$ cat src/rtl/thread_pkg.sv
// Shared thread/register-file types for the writeback controller.
// Holds widths, the buffered writeback request and the arbitration select code.
package thread_pkg;
  localparam int NUM_TRD = 8;
  localparam int TRD_W   = 3;
  localparam int REG_W   = 5;
  localparam int DATA_W  = 32;

  typedef struct packed {
    logic [TRD_W-1:0]  trd;
    logic [REG_W-1:0]  rgs;
    logic [DATA_W-1:0] data;
  } wb_req_t;

  typedef enum logic [1:0] {
    SEL_IDLE  = 2'd0,
    SEL_ALU   = 2'd1,
    SEL_SPAWN = 2'd2,
    SEL_FIFO  = 2'd3
  } wb_sel_e;

  // r0/r1 are hard-wired and thread ids beyond the thread count do not exist.
  function automatic logic wr_target_ok(input logic [TRD_W-1:0] trd,
                                        input logic [REG_W-1:0] rgs,
                                        input int               num_trd);
    return (rgs > 5'd1) && (int'(trd) < num_trd);
  endfunction
endpackage

$ cat src/rtl/wb_fifo.sv
// Circular buffer of load-return writebacks with a per-entry valid bit.
// A spawn invalidates every buffered entry (and the one being pushed) of that thread.
module wb_fifo
  import thread_pkg::*;
#(
  parameter int  DEPTH = 4,
  localparam int PTR_W = $clog2(DEPTH),
  localparam int CNT_W = $clog2(DEPTH + 1)
) (
  input  logic             clk,
  input  logic             rst,
  input  logic             push,
  input  wb_req_t          push_req,
  input  logic             pop,
  input  logic             inv_en,
  input  logic [TRD_W-1:0] inv_trd,
  output wb_req_t          head_req,
  output logic             head_vld,
  output logic [CNT_W-1:0] cnt
);
  wb_req_t          mem_q [DEPTH];
  wb_req_t          mem_d [DEPTH];
  logic [DEPTH-1:0] vld_q, vld_d;
  logic [PTR_W-1:0] rd_ptr_q, rd_ptr_d;
  logic [PTR_W-1:0] wr_ptr_q, wr_ptr_d;
  logic [CNT_W-1:0] cnt_q, cnt_d;

  // Next-state for storage, valid bits, pointers and occupancy.
  always_comb begin
    mem_d    = mem_q;
    vld_d    = vld_q;
    rd_ptr_d = rd_ptr_q;
    wr_ptr_d = wr_ptr_q;
    cnt_d    = cnt_q;
    for (int i = 0; i < DEPTH; i++) begin
      if (inv_en && (mem_q[i].trd == inv_trd)) begin
        vld_d[i] = 1'b0;
      end else begin
        vld_d[i] = vld_q[i];
      end
    end
    if (push) begin
      mem_d[wr_ptr_q] = push_req;
      vld_d[wr_ptr_q] = !(inv_en && (push_req.trd == inv_trd));
      wr_ptr_d        = wr_ptr_q + PTR_W'(1);
    end else begin
      wr_ptr_d = wr_ptr_q;
    end
    if (pop) begin
      rd_ptr_d = rd_ptr_q + PTR_W'(1);
    end else begin
      rd_ptr_d = rd_ptr_q;
    end
    case ({push, pop})
      2'b10:   cnt_d = cnt_q + CNT_W'(1);
      2'b01:   cnt_d = cnt_q - CNT_W'(1);
      default: cnt_d = cnt_q;
    endcase
  end

  always_ff @(posedge clk) begin
    if (rst) begin
      mem_q    <= '{default: '0};
      vld_q    <= '0;
      rd_ptr_q <= '0;
      wr_ptr_q <= '0;
      cnt_q    <= '0;
    end else begin
      mem_q    <= mem_d;
      vld_q    <= vld_d;
      rd_ptr_q <= rd_ptr_d;
      wr_ptr_q <= wr_ptr_d;
      cnt_q    <= cnt_d;
    end
  end

  assign head_req = mem_q[rd_ptr_q];
  assign head_vld = vld_q[rd_ptr_q];
  assign cnt      = cnt_q;
endmodule

$ cat src/rtl/regfile_wb_ctrl.sv
// Register-file writeback arbiter: ALU beats spawn beats buffered load returns.
// All register-file port outputs are registered one cycle after selection.
module regfile_wb_ctrl
  import thread_pkg::*;
#(
  parameter int FIFO_DEPTH = 4,
  parameter int NUM_TRD    = 8
) (
  input  logic        clk,
  input  logic        rst,
  input  logic        alu_vld,
  input  logic [2:0]  alu_trd,
  input  logic [4:0]  alu_reg,
  input  logic [31:0] alu_data,
  input  logic        mem_vld,
  input  logic [2:0]  mem_trd,
  input  logic [4:0]  mem_reg,
  input  logic [31:0] mem_data,
  output logic        mem_rdy,
  input  logic        spawn_vld,
  input  logic [2:0]  spawn_trd,
  input  logic [31:0] spawn_arg,
  output logic        spawn_rdy,
  output logic        wr_en,
  output logic [2:0]  wr_trd,
  output logic [4:0]  reg_wr,
  output logic [31:0] wr_data,
  output logic        init,
  output logic [2:0]  new_trd,
  output logic [31:0] init_data,
  output logic [2:0]  fifo_cnt,
  output logic        drop_err
);
  localparam int CNT_W = $clog2(FIFO_DEPTH + 1);

  logic [CNT_W-1:0] cnt_s;
  wb_req_t          head_s;
  logic             head_vld_s;
  wb_sel_e          sel_s;
  logic             push_s, pop_s, inv_s;

  logic        wr_en_q, wr_en_d;
  logic [2:0]  wr_trd_q, wr_trd_d;
  logic [4:0]  reg_wr_q, reg_wr_d;
  logic [31:0] wr_data_q, wr_data_d;
  logic        init_q, init_d;
  logic [2:0]  new_trd_q, new_trd_d;
  logic [31:0] init_data_q, init_data_d;
  logic        drop_err_q, drop_err_d;

  assign mem_rdy   = !rst && (cnt_s < CNT_W'(FIFO_DEPTH));
  assign spawn_rdy = !rst && !alu_vld;

  // One winner per cycle; nothing is consumed while in reset.
  always_comb begin
    sel_s = SEL_IDLE;
    if (rst) begin
      sel_s = SEL_IDLE;
    end else if (alu_vld) begin
      sel_s = SEL_ALU;
    end else if (spawn_vld) begin
      sel_s = SEL_SPAWN;
    end else if (cnt_s != CNT_W'(0)) begin
      sel_s = SEL_FIFO;
    end else begin
      sel_s = SEL_IDLE;
    end
  end

  assign push_s = mem_vld && mem_rdy;
  assign pop_s  = (sel_s == SEL_FIFO);
  assign inv_s  = (sel_s == SEL_SPAWN);

  wb_fifo #(.DEPTH(FIFO_DEPTH)) u_fifo (
    .clk      (clk),
    .rst      (rst),
    .push     (push_s),
    .push_req ('{trd: mem_trd, rgs: mem_reg, data: mem_data}),
    .pop      (pop_s),
    .inv_en   (inv_s),
    .inv_trd  (spawn_trd),
    .head_req (head_s),
    .head_vld (head_vld_s),
    .cnt      (cnt_s)
  );

  // Data outputs only change on a real write or init; strobes default low.
  always_comb begin
    wr_en_d     = 1'b0;
    init_d      = 1'b0;
    drop_err_d  = 1'b0;
    wr_trd_d    = wr_trd_q;
    reg_wr_d    = reg_wr_q;
    wr_data_d   = wr_data_q;
    new_trd_d   = new_trd_q;
    init_data_d = init_data_q;
    case (sel_s)
      SEL_ALU: begin
        if (wr_target_ok(alu_trd, alu_reg, NUM_TRD)) begin
          wr_en_d   = 1'b1;
          wr_trd_d  = alu_trd;
          reg_wr_d  = alu_reg;
          wr_data_d = alu_data;
        end else begin
          drop_err_d = 1'b1;
        end
      end
      SEL_SPAWN: begin
        init_d      = 1'b1;
        new_trd_d   = spawn_trd;
        init_data_d = spawn_arg;
      end
      SEL_FIFO: begin
        // A stale (invalidated) head just retires its slot silently.
        if (!head_vld_s) begin
          drop_err_d = 1'b0;
        end else if (wr_target_ok(head_s.trd, head_s.rgs, NUM_TRD)) begin
          wr_en_d   = 1'b1;
          wr_trd_d  = head_s.trd;
          reg_wr_d  = head_s.rgs;
          wr_data_d = head_s.data;
        end else begin
          drop_err_d = 1'b1;
        end
      end
      default: begin
        wr_en_d = 1'b0;
      end
    endcase
  end

  always_ff @(posedge clk) begin
    if (rst) begin
      wr_en_q     <= 1'b0;
      wr_trd_q    <= 3'd0;
      reg_wr_q    <= 5'd0;
      wr_data_q   <= 32'd0;
      init_q      <= 1'b0;
      new_trd_q   <= 3'd0;
      init_data_q <= 32'd0;
      drop_err_q  <= 1'b0;
    end else begin
      wr_en_q     <= wr_en_d;
      wr_trd_q    <= wr_trd_d;
      reg_wr_q    <= reg_wr_d;
      wr_data_q   <= wr_data_d;
      init_q      <= init_d;
      new_trd_q   <= new_trd_d;
      init_data_q <= init_data_d;
      drop_err_q  <= drop_err_d;
    end
  end

  assign wr_en     = wr_en_q;
  assign wr_trd    = wr_trd_q;
  assign reg_wr    = reg_wr_q;
  assign wr_data   = wr_data_q;
  assign init      = init_q;
  assign new_trd   = new_trd_q;
  assign init_data = init_data_q;
  assign drop_err  = drop_err_q;
  assign fifo_cnt  = 3'(cnt_s);
endmodule

$ cat config.mk
export PLATFORM = sky130hd
export DESIGN_NAME = regfile_wb_ctrl
export DESIGN_NICKNAME = d
export VERILOG_FILES = /design/src/rtl/thread_pkg.sv /design/src/rtl/wb_fifo.sv /design/src/rtl/regfile_wb_ctrl.sv
export SDC_FILE = /design/constraint.sdc
export NUM_CORES = 1
export LEC_CHECK = 0
export ABC_AREA = 0
export BUFFER_PORTS_ARGS = -buffer_cell sky130_fd_sc_hd__buf_2
export CORE_ASPECT_RATIO = 1.25
export CORE_MARGIN = 4
export CORE_UTILIZATION = 55
export DETAILED_ROUTE_END_ITERATION = 7
export HOLD_SLACK_MARGIN = 0.02
export PLACE_DENSITY = 0.79
export SLEW_MARGIN = 20
export SYNTH_ARGS = -nofsm -noshare
export SYNTH_HDL_FRONTEND = slang
export SYNTH_HIERARCHICAL = 1
export SYNTH_SLANG_ARGS = --single-unit
$ cat constraint.sdc
create_clock -name clk -period 2.7 [get_ports clk]
set_input_delay 0.27 -clock clk [delete_from_list [all_inputs] [get_ports clk]]
set_output_delay 0.27 -clock clk [all_outputs]
set_load 0.02 [all_outputs]
---- Word level (Yosys, flattened, before mapping) ----
Cells that the tools add are included.
word-level totals
  register bits after elaboration ......... 249
  bits in latches ......................... 0
  bits in writable memories ............... 0
  ROM bits ................................ 0
  bits of input ports ..................... 120
  output and inout port bits .............. 83
  logic and storage cells ................. 111
  memories ................................ 0
operators by class
  add/sub/neg operators ................... 4
  multiply operators ...................... 0
  divide/modulo/power cells ............... 0
  $lt $le $gt $ge ......................... 9
  eq/ne operators ......................... 13
  shift-type cells ........................ 0
  muxes and demuxes ....................... 42
  bitwise gates (word level) .............. 2
  reductions and logical operators ........ 17
operator list
  operator                                                  number
  bitwise mux 160 bit                                       1
  2-to-1 mux 40 bit                                         3
  2-to-1 mux 32 bit                                         3
  binary-select mux 40 bit (select 2 bit)                   1
  demux 40 bit (select 2 bit)                               1
  one-hot mux 32 bit (2 select lines)                       1
  == test 3 bit                                             5
  2-to-1 mux 5 bit                                          3
  2-to-1 mux 1 bit                                          13
  one-hot mux 3 bit (2 select lines)                        2
  > comparator 5 x 1 -> 1 bit, second input constant        2
  logical AND 1 bit                                         10
  one-hot mux 5 bit (2 select lines)                        1
  2-to-1 mux 3 bit                                          3
  2-to-1 mux 2 bit                                          4
  == test 2 bit, second input constant                      3
  greater-or-equal comparator 3 bit, second input constant  2
  < comparator 2 x 3 -> 1 bit, second input constant        2
  != test 2 bit, second input constant                      3
  inverter 2 -> 3 bit                                       2
  adder 2 x 1 -> 2 bit, second input constant               2
  bitwise mux 4 bit                                         1
  == test 2 x 1 -> 1 bit, second input constant             2
  2-to-1 mux 4 bit                                          1
  12 further kinds                                          16

---- Depth between registers and ports, before layout ----
Gate-level depths: netlist of run 1.
  depth in word-level cells ............... 10
  gate-level depth with buffers ........... 10
  mapped depth without buffers ............ 9

---- Modules after synthesis ----
The synthesis of run 1 kept the hierarchy.
modules (own cells, without submodules)
  module           instances  cells each  area each (sq um)  seq. area each (sq um)
  wb_fifo          1          827         7,339.5            3,423.3
  regfile_wb_ctrl  1          354         3,326.9            1,561.5

---- Worst setup path before layout of run 1 ----
Ideal clock, no wire load.
  path kind ............................... register to register
  start ................................... register u_fifo.cnt_q[0] (netlist: u_fifo/cnt[0])
  end ..................................... register u_fifo.cnt_q[2] (netlist: u_fifo/cnt[2])
  setup time .............................. 0.070 ns
  data arrival time ....................... 2.414 ns
  path slack .............................. 0.215 ns
  cell stages (with the launch flop) ...... 11
  cells stage by stage .................... dfxtp_1 or3_1 nand2_2 inv_4 buf_2 ha_1 inv_1 fa_1 xor2_1 or3_1 a21oi_1
on the way
  cells in the longest elaborated chain, start to end .. 8
  elaborated cells on any way between the ends .. 15
ends and longest elaborated chain
  element                                                                          line                   text
  start: declaration                                                               wb_fifo.sv:26          logic [CNT_W-1:0] cnt_q, cnt_d;
  start signal: assignment                                                         wb_fifo.sv:73          cnt_q <= cnt_d;
  nonzero test 3 bit *                                                             regfile_wb_ctrl.sv:63  end else if (cnt_s != CNT_W'(0)) begin
  2-to-1 mux 2 bit *                                                               regfile_wb_ctrl.sv:63
  2-to-1 mux 2 bit *                                                               regfile_wb_ctrl.sv:61  end else if (spawn_vld) begin
  2-to-1 mux 2 bit *                                                               regfile_wb_ctrl.sv:59  end else if (alu_vld) begin
  2-to-1 mux 2 bit *                                                               regfile_wb_ctrl.sv:57  if (rst) begin
  == test 2 bit *                                                                  regfile_wb_ctrl.sv:71  assign pop_s = (sel_s == SEL_FIFO);
  named net pop_s                                                                  regfile_wb_ctrl.sv:40  logic push_s, pop_s, inv_s;
  == test 2 x 1 -> 1 bit / == test 2 bit (equally long branches)                   wb_fifo.sv:54          case ({push, pop})
  one-hot mux 3 bit (2 select lines) / nonzero test 2 bit (equally long branches)  -
The timed path passes the listed nets; every way through them passes the cells marked *.
A chain may end at the register's enable or synchronous reset.

---- Final worst setup path of run 1 ----
  start ................................... input spawn_vld
  end ..................................... register u_fifo.cnt_q[2] (netlist: u_fifo/cnt[2])
on the way
  cells in the longest elaborated chain, start to end .. 6
  elaborated cells on any way between the ends .. 8
ends and longest elaborated chain
  element                                                                          line                   text
  start: declaration                                                               regfile_wb_ctrl.sv:20  input logic spawn_vld,
  2-to-1 mux 2 bit *                                                               regfile_wb_ctrl.sv:61
  2-to-1 mux 2 bit *                                                               regfile_wb_ctrl.sv:59
  2-to-1 mux 2 bit *                                                               regfile_wb_ctrl.sv:57
  == test 2 bit *                                                                  regfile_wb_ctrl.sv:71
  == test 2 x 1 -> 1 bit / == test 2 bit (equally long branches)                   wb_fifo.sv:54
  one-hot mux 3 bit (2 select lines) / nonzero test 2 bit (equally long branches)  -
Mark *: on every way between the ends. The rest lies on a longest branch, timed or not.

==> results of run 1 <==
## synthesized netlist by cell type, types with 7 or more instances
| cell | number |
|---|---|
| o21ai_2 | 39 |
| buf_6 | 20 |
| dfxtp_1 | 249 |
| mux4_2 | 40 |
| o21ai_1 | 36 |
| buf_2 | 46 |
| nor2_1 | 9 |
| inv_1 | 8 |
| o211ai_1 | 40 |
| xnor2_1 | 17 |
| clkbuf_1 | 25 |
| a21oi_1 | 162 |
| mux2i_1 | 41 |
| nand2_1 | 395 |
| and2_1 | 7 |
## flip-flops by register name, summed over array words and instances, names as in the netlist
register / cells
drop_err: 1
init: 1
init_data: 32
new_trd: 3
reg_wr: 5
u_fifo/cnt: 3
u_fifo/mem_q: 160
u_fifo/rd_ptr_q: 2
u_fifo/vld_q: 4
u_fifo/wr_ptr_q: 2
wr_data: 32
wr_en: 1
wr_trd: 3
## path summary, 6_finish.rpt
kind	startpoint	end	cells past startpoint	slack (ns)
max	spawn_vld	u_fifo/cnt[2]	11	0.48
min reg2reg	init_data[29]	init_data[29]	2	0.45
max reg2reg	u_fifo/rd_ptr_q[0]	wr_data[4]	6	0.51
min	alu_data[18]	wr_data[18]	3	0.03
## layer usage
metal	up-vias	track usage	part of all wire	wire length [µm]
met5	-	0	0	0
met2	434	0.4696	0.49	14720
li1	4453	-	-	-
met4	0	0.1007	0.029	877
met3	66	0.05147	0.087	2633
met1	4413	0.3481	0.40	12040
## cell usage in the layout (no fill, tap or decap), drive strengths merged, types with 4 or more instances in the layout
cell type,synthesis,layout
inv,11,11
dlygate4sd3,0,58
bufinv,0,7
nand2,396,396
mux2i,41,41
xnor2,17,17
nor3b,4,4
clkbuf,25,30
clkinv,0,6
dfxtp,249,249
buf,75,232
nand4,4,4
mux4,41,41
a21oi,162,162
o21ai,76,76
and2,7,7
ha,5,5
nor2,9,9
o211ai,40,40
a22o,4,4
## worst max-delay path, stage by stage
cell           delay [ns]
dlygate4sd3_1        0.57
buf_2                0.16
nor3_1               0.18
nand2_2              0.19
inv_4                0.08
ha_1                 0.17
inv_1                0.06
fa_1                 0.37
xor2_1               0.17
or3_1                0.30
a21oi_1              0.13
## cell type report
cell class | instances | area, µm² | area share
multi-input cells | 821 | 4997 | 0.3786
inverters | 11 | 43.79 | 0.003318
clock buffers | 30 | 695.7 | 0.05270
repair buffers | 290 | 1919 | 0.1454
clock inverters | 15 | 259.0 | 0.01962
diodes | 2 | 5.005 | 0.0003791
well taps | 232 | 290.3 | 0.02199
flip-flops and latches | 249 | 4990 | 0.3780
## power by group
| part | total [mW] | switching, mW | internal, mW | leakage (nW) |
|---|---|---|---|---|
| logic | 0.878 | 0.514 | 0.364 | 2.51 |
| registers | 3.87 | 0.0765 | 3.80 | 2.03 |
| clock network | 3.95 | 1.44 | 2.51 | 0.466 |
## per-stage QoR
stage               setup WS, ns  cells  total power [mW]  area [µm²]
global placement          0.4860   1545             4.734       11660
detailed placement        0.5220   1545             4.752       11660
finish                    0.4782   1650             8.701       13200
CTS                       0.4963   1648             8.747       13200
floorplan                 0.2152   1181             4.435       10670
global route              0.3476   1649             9.002       13200
## logic make-up (layout without fill, tap and decap cells)
logic type      after synthesis  count (layout)  synth area share
compound gates              285             285            0.1602
xor+xnor                     20              20           0.01642
fa+ha+maj                     6               6          0.007742
buf+inv                     111             346           0.06546
flops                       249             249            0.4673
mux                          82              82            0.1254
other cells                   0               2                 0
simple gates                428             428            0.1574
==> impl_metrics.json, run 1 <==
{
  "post_cts_buffers": 0,
  "die_h_um": 163.7,
  "route.detailed.drc": 0,
  "synth_largest_area_cell": "dfxtp_1",
  "cts_tree": "yes",
  "final_util": 0.6978,
  "routed_wl_um": 30270,
  "ys_seq_area_frac": 0.4673,
  "hold_class": "input pin to flop",
  "finalCritPeriodShare": 0.8229,
  "fin_nets": 1524,
  "critPathRequiredTime_ns": 3.14,
  "io_pins": 203,
  "ir_drop_mv": 0.4226,
  "async_reset_ff_frac": 0,
  "grt_start_max_net_pins": 177,
  "whs_ns": 0.02750,
  "grt_pass1_vias": 9404,
  "yosysTopAreaCellShare": 0.4673,
  "drt-pass1-iter-count": 5,
  "antenna_found_initial": 1,
  "syn_area_per_cell_um2": 9.032,
  "cts_sinks": 249,
  "cts_inserted_buffers": 25,
  "synthFlopType": "dfxtp_1",
  "leakagePower_nw": 5.002,
  "period_needed_ns": 2.222,
  "worstPathArrival_ns": 2.66,
  "hold_violations": 0,
  "start_util": 0.5638,
  "max_slew.worst_pin.slew_ns": 0.8054,
  "fin_tns_setup_ns": 0,
  "h-tree-depth": 1,
  "overflow": 0,
  "ys_top_cells_by_area": "dfxtp_1, nand2_1, mux4_2",
  "io_buffers": 202,
  "power.density_nw_per_um2": 659.2,
  "drive_above_1_share": 0.2613,
  "clock-root-buffer": "clkbuf_16",
  "fmax_ghz": 0.4501,
  "synth_seq_cells": 249,
  "cts_buffer_depth": 3,
  "drtIter0Drc": 650,
  "maxSlewHeadroom": 0.4631,
  "clock_latency_ns": 0.52,
  "rsz0062_at_grt": "false",
  "viasPerCell": 5.676,
  "grt_usage": 0.2743,
  "synth_area_um2": 10670,
  "maxCapViolCount": 0,
  "synth-edff-count": 0,
  "clock_skew_ns": 0.007578,
  "num_vias": 9366,
  "grt_pass1_wl_um": 48900,
  "fillCellCount": 1409,
  "area.growth.synth_to_final_pct": 23.75,
  "cts_hold_buffers": 58,
  "crit_path_end_kind": "flop",
  "yosysUniqueCellTypes": 39,
  "worstSetupPathType": "input pin to flop",
  "place_hpwl_um": 19160,
  "die_w_um": 132.6,
  "gp_congestion": 0.7886,
  "clk_pin_slew_ns": 0.06,
  "startpoint_type": "input pin",
  "num_rows": 56,
  "syn-num-nets": 1307,
  "die_area_um2": 21700,
  "avgRoutedWirePerCell_um": 18.35,
  "yosys_warnings": 6,
  "netlist_instances": 1181,
  "post_cts_resized": 0,
  "ant_nets": 0,
  "crit_fanout": 6,
  "status": "finished clean",
  "setup_viol": 0,
  "drv_slew": 0,
  "coreArea_um2": 18920
}
No activity file was read; power rests on OpenSTA's default activity.
==> inputs of run 2 (changes only) <==
==> constraint.sdc (replaced) <==
create_clock -name clk -period 2.1 [get_ports clk]
set_input_delay 0.21 -clock clk [delete_from_list [all_inputs] [get_ports clk]]
set_output_delay 0.21 -clock clk [all_outputs]
set_load 0.02 [all_outputs]
==> run 2 against run 1 <==
  * Power increased by 23%
  * Critical path depth decreased by 5
  * Via count increased by 3.3%
  * Clock skew increased by 0.0041 ns
  * Die area unchanged
  * Cell area increased by 3.8%
  * Worst hold slack improved by 0.00073 ns
  * Combinational power increased by 41%
  * Core utilization increased by 2.6 points
  * First-iteration DRC count decreased by 10%
  * Sequential power increased by 29%
==> impl_metrics.json, run 2 (synthesis results as in run 1) <==
{
  "period_needed_ns": 2.042,
  "clk_pin_slew_ns": 0.07,
  "grt_usage": 0.2737,
  "ir_drop_mv": 0.5111,
  "hold_violations": 0,
  "leakagePower_nw": 5.216,
  "rsz0062_at_grt": "true",
  "die_w_um": 132.6,
  "crit_path_end_kind": "flop",
  "io_buffers": 202,
  "final_cells": 1703,
  "num_vias": 9678,
  "worstSetupPathType": "flop to flop",
  "place_hpwl_um": 19010,
  "io_pins": 203,
  "top_register": "u_fifo/mem_q",
  "die_area_um2": 21700,
  "antenna_found_initial": 0,
  "layout_common_cells": "nand2_1, dfxtp_1, buf_2",
  "grt_pass1_vias": 9688,
  "num_rows": 56,
  "clock-root-buffer": "clkbuf_16",
  "area.growth.synth_to_final_pct": 28.45,
  "finalCritPeriodShare": 0.9724,
  "maxSlewHeadroom": 0.4735,
  "cts_sinks": 249,
  "clock_skew_ns": 0.01166,
  "power_mw": 10.67,
  "drv_slew": 0,
  "hold_class": "input pin to flop",
  "viasPerCell": 5.683,
  "routed_wl_um": 30690,
  "drt-pass1-iter-count": 7,
  "placed_area_um2": 11750,
  "fmax_ghz": 0.4897,
  "n_antenna_cell": 0,
  "cts_buffer_depth": 3,
  "ant_nets": 0,
  "die_h_um": 163.7,
  "start_util": 0.5638,
  "maxCapViolCount": 0,
  "placed_cells": 1550,
  "grt_pass1_wl_um": 48950,
  "max_slew.worst_pin.slew_ns": 0.7897,
  "drtIter0Drc": 584,
  "largest_register_ffs": 160,
  "clock_latency_ns": 0.52,
  "final_common_cell": "nand2_1",
  "h-tree-depth": 1,
  "grt_start_max_net_pins": 177,
  "setup_viol": 0,
  "power.density_nw_per_um2": 778.7,
  "critPathRequiredTime_ns": 2.55,
  "worstPathArrival_ns": 2.49,
  "cts_inserted_buffers": 24,
  "route.detailed.drc": 0,
  "gp_congestion": 0.7960,
  "coreArea_um2": 18920,
  "overflow": 0,
  "fin_nets": 1579,
  "crit_fanout": 19,
  "status": "finished clean",
  "final_cell_area_um2": 13700,
  "avgRoutedWirePerCell_um": 18.02,
  "startpoint_type": "flop",
  "drive_above_1_share": 0.2570,
  "cts_tree": "yes",
  "fin_tns_setup_ns": 0
}
-- run 2: cell count changes in the layout (fill, tap and decap cells not counted), sizes merged --
cell,change
dlygate4sd3,+50
buf,+6
clkbuf,+6
bufinv,-5
diode,-2
clkinv,-1
clkinvlp,-1
-- run 2: path summary, 6_finish.rpt --
path,startpoint,end,slack (ns),cells after the start
worst max-delay path,u_fifo/rd_ptr_q[1],wr_data[15],0.06,6
worst min-delay path,alu_data[22],wr_data[22],0.03,3
worst max register to register,u_fifo/rd_ptr_q[1],wr_data[15],0.06,6
worst min register to register,init_data[29],init_data[29],0.44,2
-- run 2: power breakdown --
group	internal [mW]	total (mW)	leakage (nW)	switching, mW
Clock	2.64	4.46	0.404	1.81
Sequential	4.88	4.98	2.03	0.0952
Combinational	0.546	1.24	2.78	0.690
Total	8.07	10.7	5.22	2.60
-- run 2: worst max-delay path, stage by stage, from the launching register on --
cell	delay, ns
dfxtp_4	0.42
mux4_2	0.56
nor4_4	0.32
o41a_4	0.19
buf_6	0.20
o211ai_1	0.16
o21ai_2	0.10
-- run 2: layer usage --
layer	GRT usage	vias up	share of wire
li1	-	4556	-
met1	0.3340	4614	0.39
met2	0.4863	438	0.50
met3	0.05147	70	0.086
met4	0.09546	0	0.026
met5	0	-	0
-- run 2: final cells by class --
class                      count  area, µm²
clock buffer                  36      728.2
clock inverter                 8      92.59
fill                        1306       5218
inverter                      11      46.29
multi-input combinational    821       5042
sequential                   249       5004
tap                          232      290.3
timing repair buffer         346       2497
-- run 2: per-stage QoR --
stage	worst slack [ns]	util	hold WS, ns
4_1_cts	0.02047	0.7226	0.02093
2_1_floorplan	-0.05255	-	0.3246
5_1_grt	-0.03276	0.7242	0.02618
3_5_place_dp	-0.007390	0.6212	0.4147
6_report	0.05793	0.7242	0.02823
3_3_place_gp	0.06054	0.6212	0.4137
-- run 2: what timing repair did --
item / CTS / global route
hold endpoints to repair: 227 / 0
endpoints found under the setup margin: 6 / 41
hold buffers: 108 / 0
pin swaps: 1 / 0
resized for setup: 3 / 6
buffers inserted: 0 / 1
